$ cat src/rtl/bitwise_unit_arbiter_if.sv
// Request/response channel between one requester and the shared bitwise unit.
// The requester drives the op and operands and accepts the result; the unit
// drives ready, rsp_valid and the result.
interface bitwise_unit_arbiter_if #(
  parameter int unsigned WIDTH = 32
);
  // Request side
  logic             valid;
  logic             ready;
  logic [1:0]       op;
  logic [WIDTH-1:0] x;
  logic [WIDTH-1:0] y;

  // Response side
  logic             rsp_valid;
  logic             rsp_ready;
  logic [WIDTH-1:0] f;

  // Requester view
  modport master (
    output valid,
    output op,
    output x,
    output y,
    output rsp_ready,
    input  ready,
    input  rsp_valid,
    input  f
  );

  // Arbiter view
  modport slave (
    input  valid,
    input  op,
    input  x,
    input  y,
    input  rsp_ready,
    output ready,
    output rsp_valid,
    output f
  );
endinterface

$ cat src/rtl/bitwise_unit_arbiter.sv
// Time-shares one WIDTH-bit AND/OR/XOR/NOR unit between requesters A and B.
// Round-robin arbitration in IDLE, one EXEC cycle, then RESP until the owner
// takes the result. Only one op is ever in flight.
module bitwise_unit_arbiter #(
  parameter int unsigned WIDTH = 32
) (
  input  logic                 clk,
  input  logic                 rst_n,
  bitwise_unit_arbiter_if.slave a,
  bitwise_unit_arbiter_if.slave b,
  output logic                 busy
);

  typedef enum logic [1:0] {StIdle, StExec, StResp} state_e;

  localparam logic OwnerA = 1'b0;
  localparam logic OwnerB = 1'b1;

  state_e           state_q, state_d;
  logic             owner_q, owner_d;
  logic             last_grant_q, last_grant_d;
  logic [1:0]       op_q;
  logic [WIDTH-1:0] x_q, y_q;
  logic [WIDTH-1:0] a_f_q, b_f_q;
  logic [WIDTH-1:0] result;
  logic             grant_a, grant_b;
  logic             latch_en, a_f_en, b_f_en;
  logic             owner_rsp_ready;

  // Round-robin grant, offered only while idle; the loser of a tie is the
  // requester that was served last.
  always_comb begin
    grant_a = 1'b0;
    grant_b = 1'b0;
    if (state_q == StIdle) begin
      if (a.valid && b.valid) begin
        grant_a = (last_grant_q == OwnerB);
        grant_b = (last_grant_q == OwnerA);
      end else begin
        grant_a = a.valid;
        grant_b = b.valid;
      end
    end
  end

  // Shared bitwise datapath working on the latched operands.
  always_comb begin
    result = '0;
    unique case (op_q)
      2'b00: result = x_q & y_q;
      2'b01: result = x_q | y_q;
      2'b10: result = x_q ^ y_q;
      2'b11: result = ~(x_q | y_q);
    endcase
  end

  // Sequencer next state, operand capture and result write enables.
  always_comb begin
    state_d         = state_q;
    owner_d         = owner_q;
    last_grant_d    = last_grant_q;
    latch_en        = 1'b0;
    a_f_en          = 1'b0;
    b_f_en          = 1'b0;
    owner_rsp_ready = (owner_q == OwnerA) ? a.rsp_ready : b.rsp_ready;
    unique case (state_q)
      StIdle: begin
        if (grant_a || grant_b) begin
          latch_en = 1'b1;
          owner_d  = grant_b ? OwnerB : OwnerA;
          state_d  = StExec;
        end
      end
      StExec: begin
        a_f_en  = (owner_q == OwnerA);
        b_f_en  = (owner_q == OwnerB);
        state_d = StResp;
      end
      StResp: begin
        // Pointer moves on completion only, so an aborted op never counts.
        if (owner_rsp_ready) begin
          last_grant_d = owner_q;
          state_d      = StIdle;
        end
      end
      default: state_d = StIdle;
    endcase
  end

  // Sequencer state and arbitration pointer; reset prefers A.
  always_ff @(posedge clk or negedge rst_n) begin
    if (!rst_n) begin
      state_q      <= StIdle;
      owner_q      <= OwnerA;
      last_grant_q <= OwnerB;
    end else begin
      state_q      <= state_d;
      owner_q      <= owner_d;
      last_grant_q <= last_grant_d;
    end
  end

  // Capture the granted requester's op and operands on acceptance.
  always_ff @(posedge clk or negedge rst_n) begin
    if (!rst_n) begin
      op_q <= 2'b00;
      x_q  <= '0;
      y_q  <= '0;
    end else if (latch_en) begin
      op_q <= grant_b ? b.op : a.op;
      x_q  <= grant_b ? b.x  : a.x;
      y_q  <= grant_b ? b.y  : a.y;
    end
  end

  // Per-requester result registers; each keeps its last delivered value.
  always_ff @(posedge clk or negedge rst_n) begin
    if (!rst_n) begin
      a_f_q <= '0;
      b_f_q <= '0;
    end else begin
      if (a_f_en) a_f_q <= result;
      if (b_f_en) b_f_q <= result;
    end
  end

  assign a.ready     = grant_a;
  assign b.ready     = grant_b;
  assign a.rsp_valid = (state_q == StResp) && (owner_q == OwnerA);
  assign b.rsp_valid = (state_q == StResp) && (owner_q == OwnerB);
  assign a.f         = a_f_q;
  assign b.f         = b_f_q;
  assign busy        = (state_q != StIdle);

endmodule

$ cat src/flat_wrapper.sv
// flat-port wrapper written by rule: the top's interface ports become plain ports
module bitwise_unit_arbiter_flat 
#(
  parameter int unsigned WIDTH = 32
)
  (clk, rst_n, busy, a_valid, a_op, a_x, a_y, a_rsp_ready, a_ready, a_rsp_valid, a_f, b_valid, b_op, b_x, b_y, b_rsp_ready, b_ready, b_rsp_valid, b_f);
  bitwise_unit_arbiter_if #(.WIDTH(WIDTH)) a_i ();
  bitwise_unit_arbiter_if #(.WIDTH(WIDTH)) b_i ();
  input  logic clk;
  input  logic rst_n;
  output logic busy;
  input wire logic [$bits(a_i.valid)-1:0] a_valid;
  input wire logic [$bits(a_i.op)-1:0] a_op;
  input wire logic [$bits(a_i.x)-1:0] a_x;
  input wire logic [$bits(a_i.y)-1:0] a_y;
  input wire logic [$bits(a_i.rsp_ready)-1:0] a_rsp_ready;
  output wire logic [$bits(a_i.ready)-1:0] a_ready;
  output wire logic [$bits(a_i.rsp_valid)-1:0] a_rsp_valid;
  output wire logic [$bits(a_i.f)-1:0] a_f;
  input wire logic [$bits(b_i.valid)-1:0] b_valid;
  input wire logic [$bits(b_i.op)-1:0] b_op;
  input wire logic [$bits(b_i.x)-1:0] b_x;
  input wire logic [$bits(b_i.y)-1:0] b_y;
  input wire logic [$bits(b_i.rsp_ready)-1:0] b_rsp_ready;
  output wire logic [$bits(b_i.ready)-1:0] b_ready;
  output wire logic [$bits(b_i.rsp_valid)-1:0] b_rsp_valid;
  output wire logic [$bits(b_i.f)-1:0] b_f;
  assign a_i.valid = a_valid;
  assign a_i.op = a_op;
  assign a_i.x = a_x;
  assign a_i.y = a_y;
  assign a_i.rsp_ready = a_rsp_ready;
  assign a_ready = a_i.ready;
  assign a_rsp_valid = a_i.rsp_valid;
  assign a_f = a_i.f;
  assign b_i.valid = b_valid;
  assign b_i.op = b_op;
  assign b_i.x = b_x;
  assign b_i.y = b_y;
  assign b_i.rsp_ready = b_rsp_ready;
  assign b_ready = b_i.ready;
  assign b_rsp_valid = b_i.rsp_valid;
  assign b_f = b_i.f;
  bitwise_unit_arbiter #(.WIDTH(WIDTH)) u_core (.clk(clk), .rst_n(rst_n), .a(a_i), .b(b_i), .busy(busy));
endmodule
$ cat config.mk
export PLATFORM = sky130hd
export DESIGN_NAME = bitwise_unit_arbiter_flat
export DESIGN_NICKNAME = d
export VERILOG_FILES = /design/src/rtl/bitwise_unit_arbiter_if.sv /design/src/rtl/bitwise_unit_arbiter.sv /design/src/flat_wrapper.sv
export SDC_FILE = /design/constraint.sdc
export NUM_CORES = 1
export LEC_CHECK = 0
export CAP_MARGIN = 15
export CORE_UTILIZATION = 40
export DETAILED_ROUTE_END_ITERATION = 6
export PLACE_DENSITY = 0.69
export SLEW_MARGIN = 10
export SYNTH_ARGS = -nofsm -noshare
export SYNTH_HDL_FRONTEND = slang
export SYNTH_SLANG_ARGS = --single-unit
export TNS_END_PERCENT = 1
$ cat constraint.sdc
create_clock -name clk -period 2 [get_ports clk]
set_input_delay 0.4 -clock clk [delete_from_list [all_inputs] [get_ports clk]]
set_output_delay 0.4 -clock clk [all_outputs]
set_load 0.03 [all_outputs]
==> results.sh <==
export IMPL_stdcell_count=1162
export IMPL_ys_top_cells_by_area="dfrtp_1 45%, ha_1 11%, a221o_1 8.9%"
export IMPL_required_ns=1.60
export IMPL_ant_nets=0
export IMPL_fin_crit_sh_pct=99.3
export IMPL_area_delta_synth_final_pct=40.4
export IMPL_ys_seq_area_share_pct=45.1
export IMPL_critPathArrivalTime_ns=1.59
export IMPL_drc_errors=16
export IMPL_die_y_um=138
export IMPL_clock_sinks=134
export IMPL_ios=207
export IMPL_synth_common_cells="133 x dfrtp_1, 67 x and3_1, 67 x inv_1, 66 x a221o_1"
export IMPL_synth_fp_nets=932
export IMPL_grt_overflow=0
export IMPL_endpoint_kind="primary output"
export IMPL_avgViaCountPerCell=5.20
export IMPL_cts_htree_levels=4
export IMPL_async_flop_share_pct=100
export IMPL_rsz0062_at_grt="yes"
export IMPL_maxCapViolations=0
export IMPL_pre_cts_ws_ns=0.0309
export IMPL_peakVddDrop_uv=1030
export IMPL_placementRows=49
export IMPL_period_minus_slack_ns=1.99
export IMPL_r2r_start="u_core.last_grant_q"
export IMPL_insertion_delay_ns=0.41
export IMPL_grt_util_all_layers_pct=20.4
export IMPL_via_count=6045
export IMPL_io_buffers=206
export IMPL_firstDrtPassIters=7
export IMPL_synth_most_common_cell="dfrtp_1"
export IMPL_drive_gt1_share_pct=10.2
export IMPL_antenna_found_initial=1
export IMPL_setup_tns_ns=0
export IMPL_fp_dieArea_mm2=0.0192
export IMPL_r2r_end="u_core.y_q[15]"
export IMPL_power_total_mw=18.0
export IMPL_cts_tree="yes"
export IMPL_cts_inserted_buffers=17
export IMPL_final_net_count=1123
export IMPL_status="complete, but fails checks"
export IMPL_synth_cell_types=29
export IMPL_dominantRegCellSynth="dfrtp_1"
export IMPL_startpoint_type="flip-flop"
export IMPL_hold_path_class="in -> async"
export IMPL_wl_per_cell_um=16.3
export IMPL_worstSetupPathType="reg -> out"
export IMPL_hpwl_mm=13.6
export IMPL_reg2reg_depth=5
export IMPL_p_per_area_mw_per_mm2=1720
export IMPL_gp_congestion=0.780
export IMPL_setup_ws_ns=0.0147
export IMPL_whs_ns=0.464
export IMPL_grt_pass1_vias=5632
export IMPL_drt_iter0_drc=333
export IMPL_synthCells=730
export IMPL_synth_area_leader_cell="dfrtp_1"
export IMPL_clock_tree_buffer_depth=2
export IMPL_setup_violations=0
export IMPL_yosys_register_bits=134
export IMPL_drt_wl_total_mm=18.9
export IMPL_leakagePower_nw=4.80
export IMPL_synth_warnings=0
export IMPL_path_clk_slew_ns=0.05
export IMPL_clock_fmax_ghz=0.504
export IMPL_synth_edf_count=0
export IMPL_die_w_um=138
export IMPL_synth_area_mm2=0.00744
export IMPL_dp_cells=1129
export IMPL_tightest_slew_ns=0.507
export IMPL_violations="DRC"
export IMPL_finClkSkew_ns=0.00708
export IMPL_cts_root_buf="clkbuf_16"
export IMPL_synth_top_area_share_pct=44.7
export IMPL_grt_pass1_wl_mm=30.2
export IMPL_synth_avg_cell_area_um2=10.2
export IMPL_relSlewSlack_pct=66.2
export IMPL_hold_viol_final=0
export IMPL_crit_path_max_fanout=8
export IMPL_fill_cells=1556
export IMPL_reg2reg_slack_ns=0.39
export IMPL_drv_slew=0
export IMPL_grt_max_degree=67
export IMPL_core_area_mm2=0.0181
export IMPL_initial_core_util_pct=41.2
[kinds of logic (layout without fill, tap and decap cells)]
kind of cell,count (synthesis),in the layout,synth area share (%)
AOI/OAI and AO/OA,135,135,14.7
xor gates and xnor gates,32,32,3.77
adders and majority gates,64,64,10.8
buffers and inverters,124,326,7.01
DFF,134,134,45.1
muxes,33,33,4.44
other,0,1,0
and+or+nand+nor,208,208,14.3
[per-layer routing]
layer	up-vias	global-route usage, %	routed length (um)
met3	19	4.50	942
met1	2899	25.6	8260
met2	160	34.1	9390
li1	2967	-	-
met4	0	7.98	289
met5	-	0	0
[per-stage QoR]
stage	area, um^2	utilization (%)
floorplan	7440	-
global placement	9830	54.4
detailed placement	9830	54.4
CTS	10400	57.7
global route	10400	57.8
finish	10400	57.8
[final cells by class]
cell class	count	area (um^2)	share of cell area (%)
repair buffers	229	2360	22.6
clock buffers	27	513	4.91
multi-input cells	472	3610	34.5
flip-flops and latches	134	3360	32.2
well taps	229	287	2.74
diodes	1	2.50	0.0240
inverters	67	251	2.41
clock inverters	3	65.1	0.623
[sequential cells by signal, summed over array words and instances (netlist names)]
| signal | cells |
|---|---|
| u_core.a.f | 32 |
| u_core.state_q | 2 |
| u_core.op_q | 2 |
| u_core.y_q | 32 |
| u_core.b.f | 32 |
| u_core.x_q | 32 |
| u_core.owner_q | 1 |
| u_core.last_grant_q | 1 |
[critical path: stages, from the launching register on]
cell and delay [ns]:
dfrtp_1 0.37, buf_4 0.16, nor3b_4 0.31, and2_4 0.21
buf_6 0.12
[where the power goes]
part,internal (mW),switching [mW]
clock network,1.99,1.09
logic,4.59,5.01
registers,4.13,1.18
[worst max path at each step]
stage / cells after the start / endpoint / startpoint
floorplan: 4 / a_ready / u_core.last_grant_q
finish: 4 / a_ready / u_core.state_q[0]
detailed placement: 4 / a_ready / a_valid
CTS: 4 / b_ready / u_core.state_q[1]
global placement: 4 / a_ready / a_valid
global route: 4 / a_ready / u_core.state_q[0]
[what timing repair did]
item	in CTS	in global routing
hold buffers	1	0
resized for setup	11	0
pin swaps	1	2
endpoints found under the setup margin	5	4
endpoints found under the hold margin	34	0
buffers inserted	0	1
[cell usage in the layout (no fill, tap or decap)]
master             n
and2_4             1
and3b_2            1
and3_1            66
or2_2             32
dfrtp_1          131
a221o_1           66
a31oi_1           64
diode_2            1
and3_4             1
clkdlybuf4s50_1  200
nand2_1           36
nor2_4             1
nor3b_2            1
buf_6              2
ha_1              64
nand2b_2           1
nor3b_4            1
and2_1             1
xnor2_1           32
a21o_1             2
clkbuf_8           5
dfrtp_4            1
inv_1             67
o21ai_0            1
o21ai_4            1
dlygate4sd3_1      1
a22o_1             1
clkbuf_1           5
bufinv_16          2
nor2_1            64
buf_4             13
dfstp_2            1
nor2b_1            2
clkdlybuf4s15_2    2
dlygate4sd2_1      1
dfrtp_2            1
clkinv_2           1
mux2i_1           33
buf_12            10
clkbuf_16         17
No activity file was read; power rests on OpenSTA's default activity.
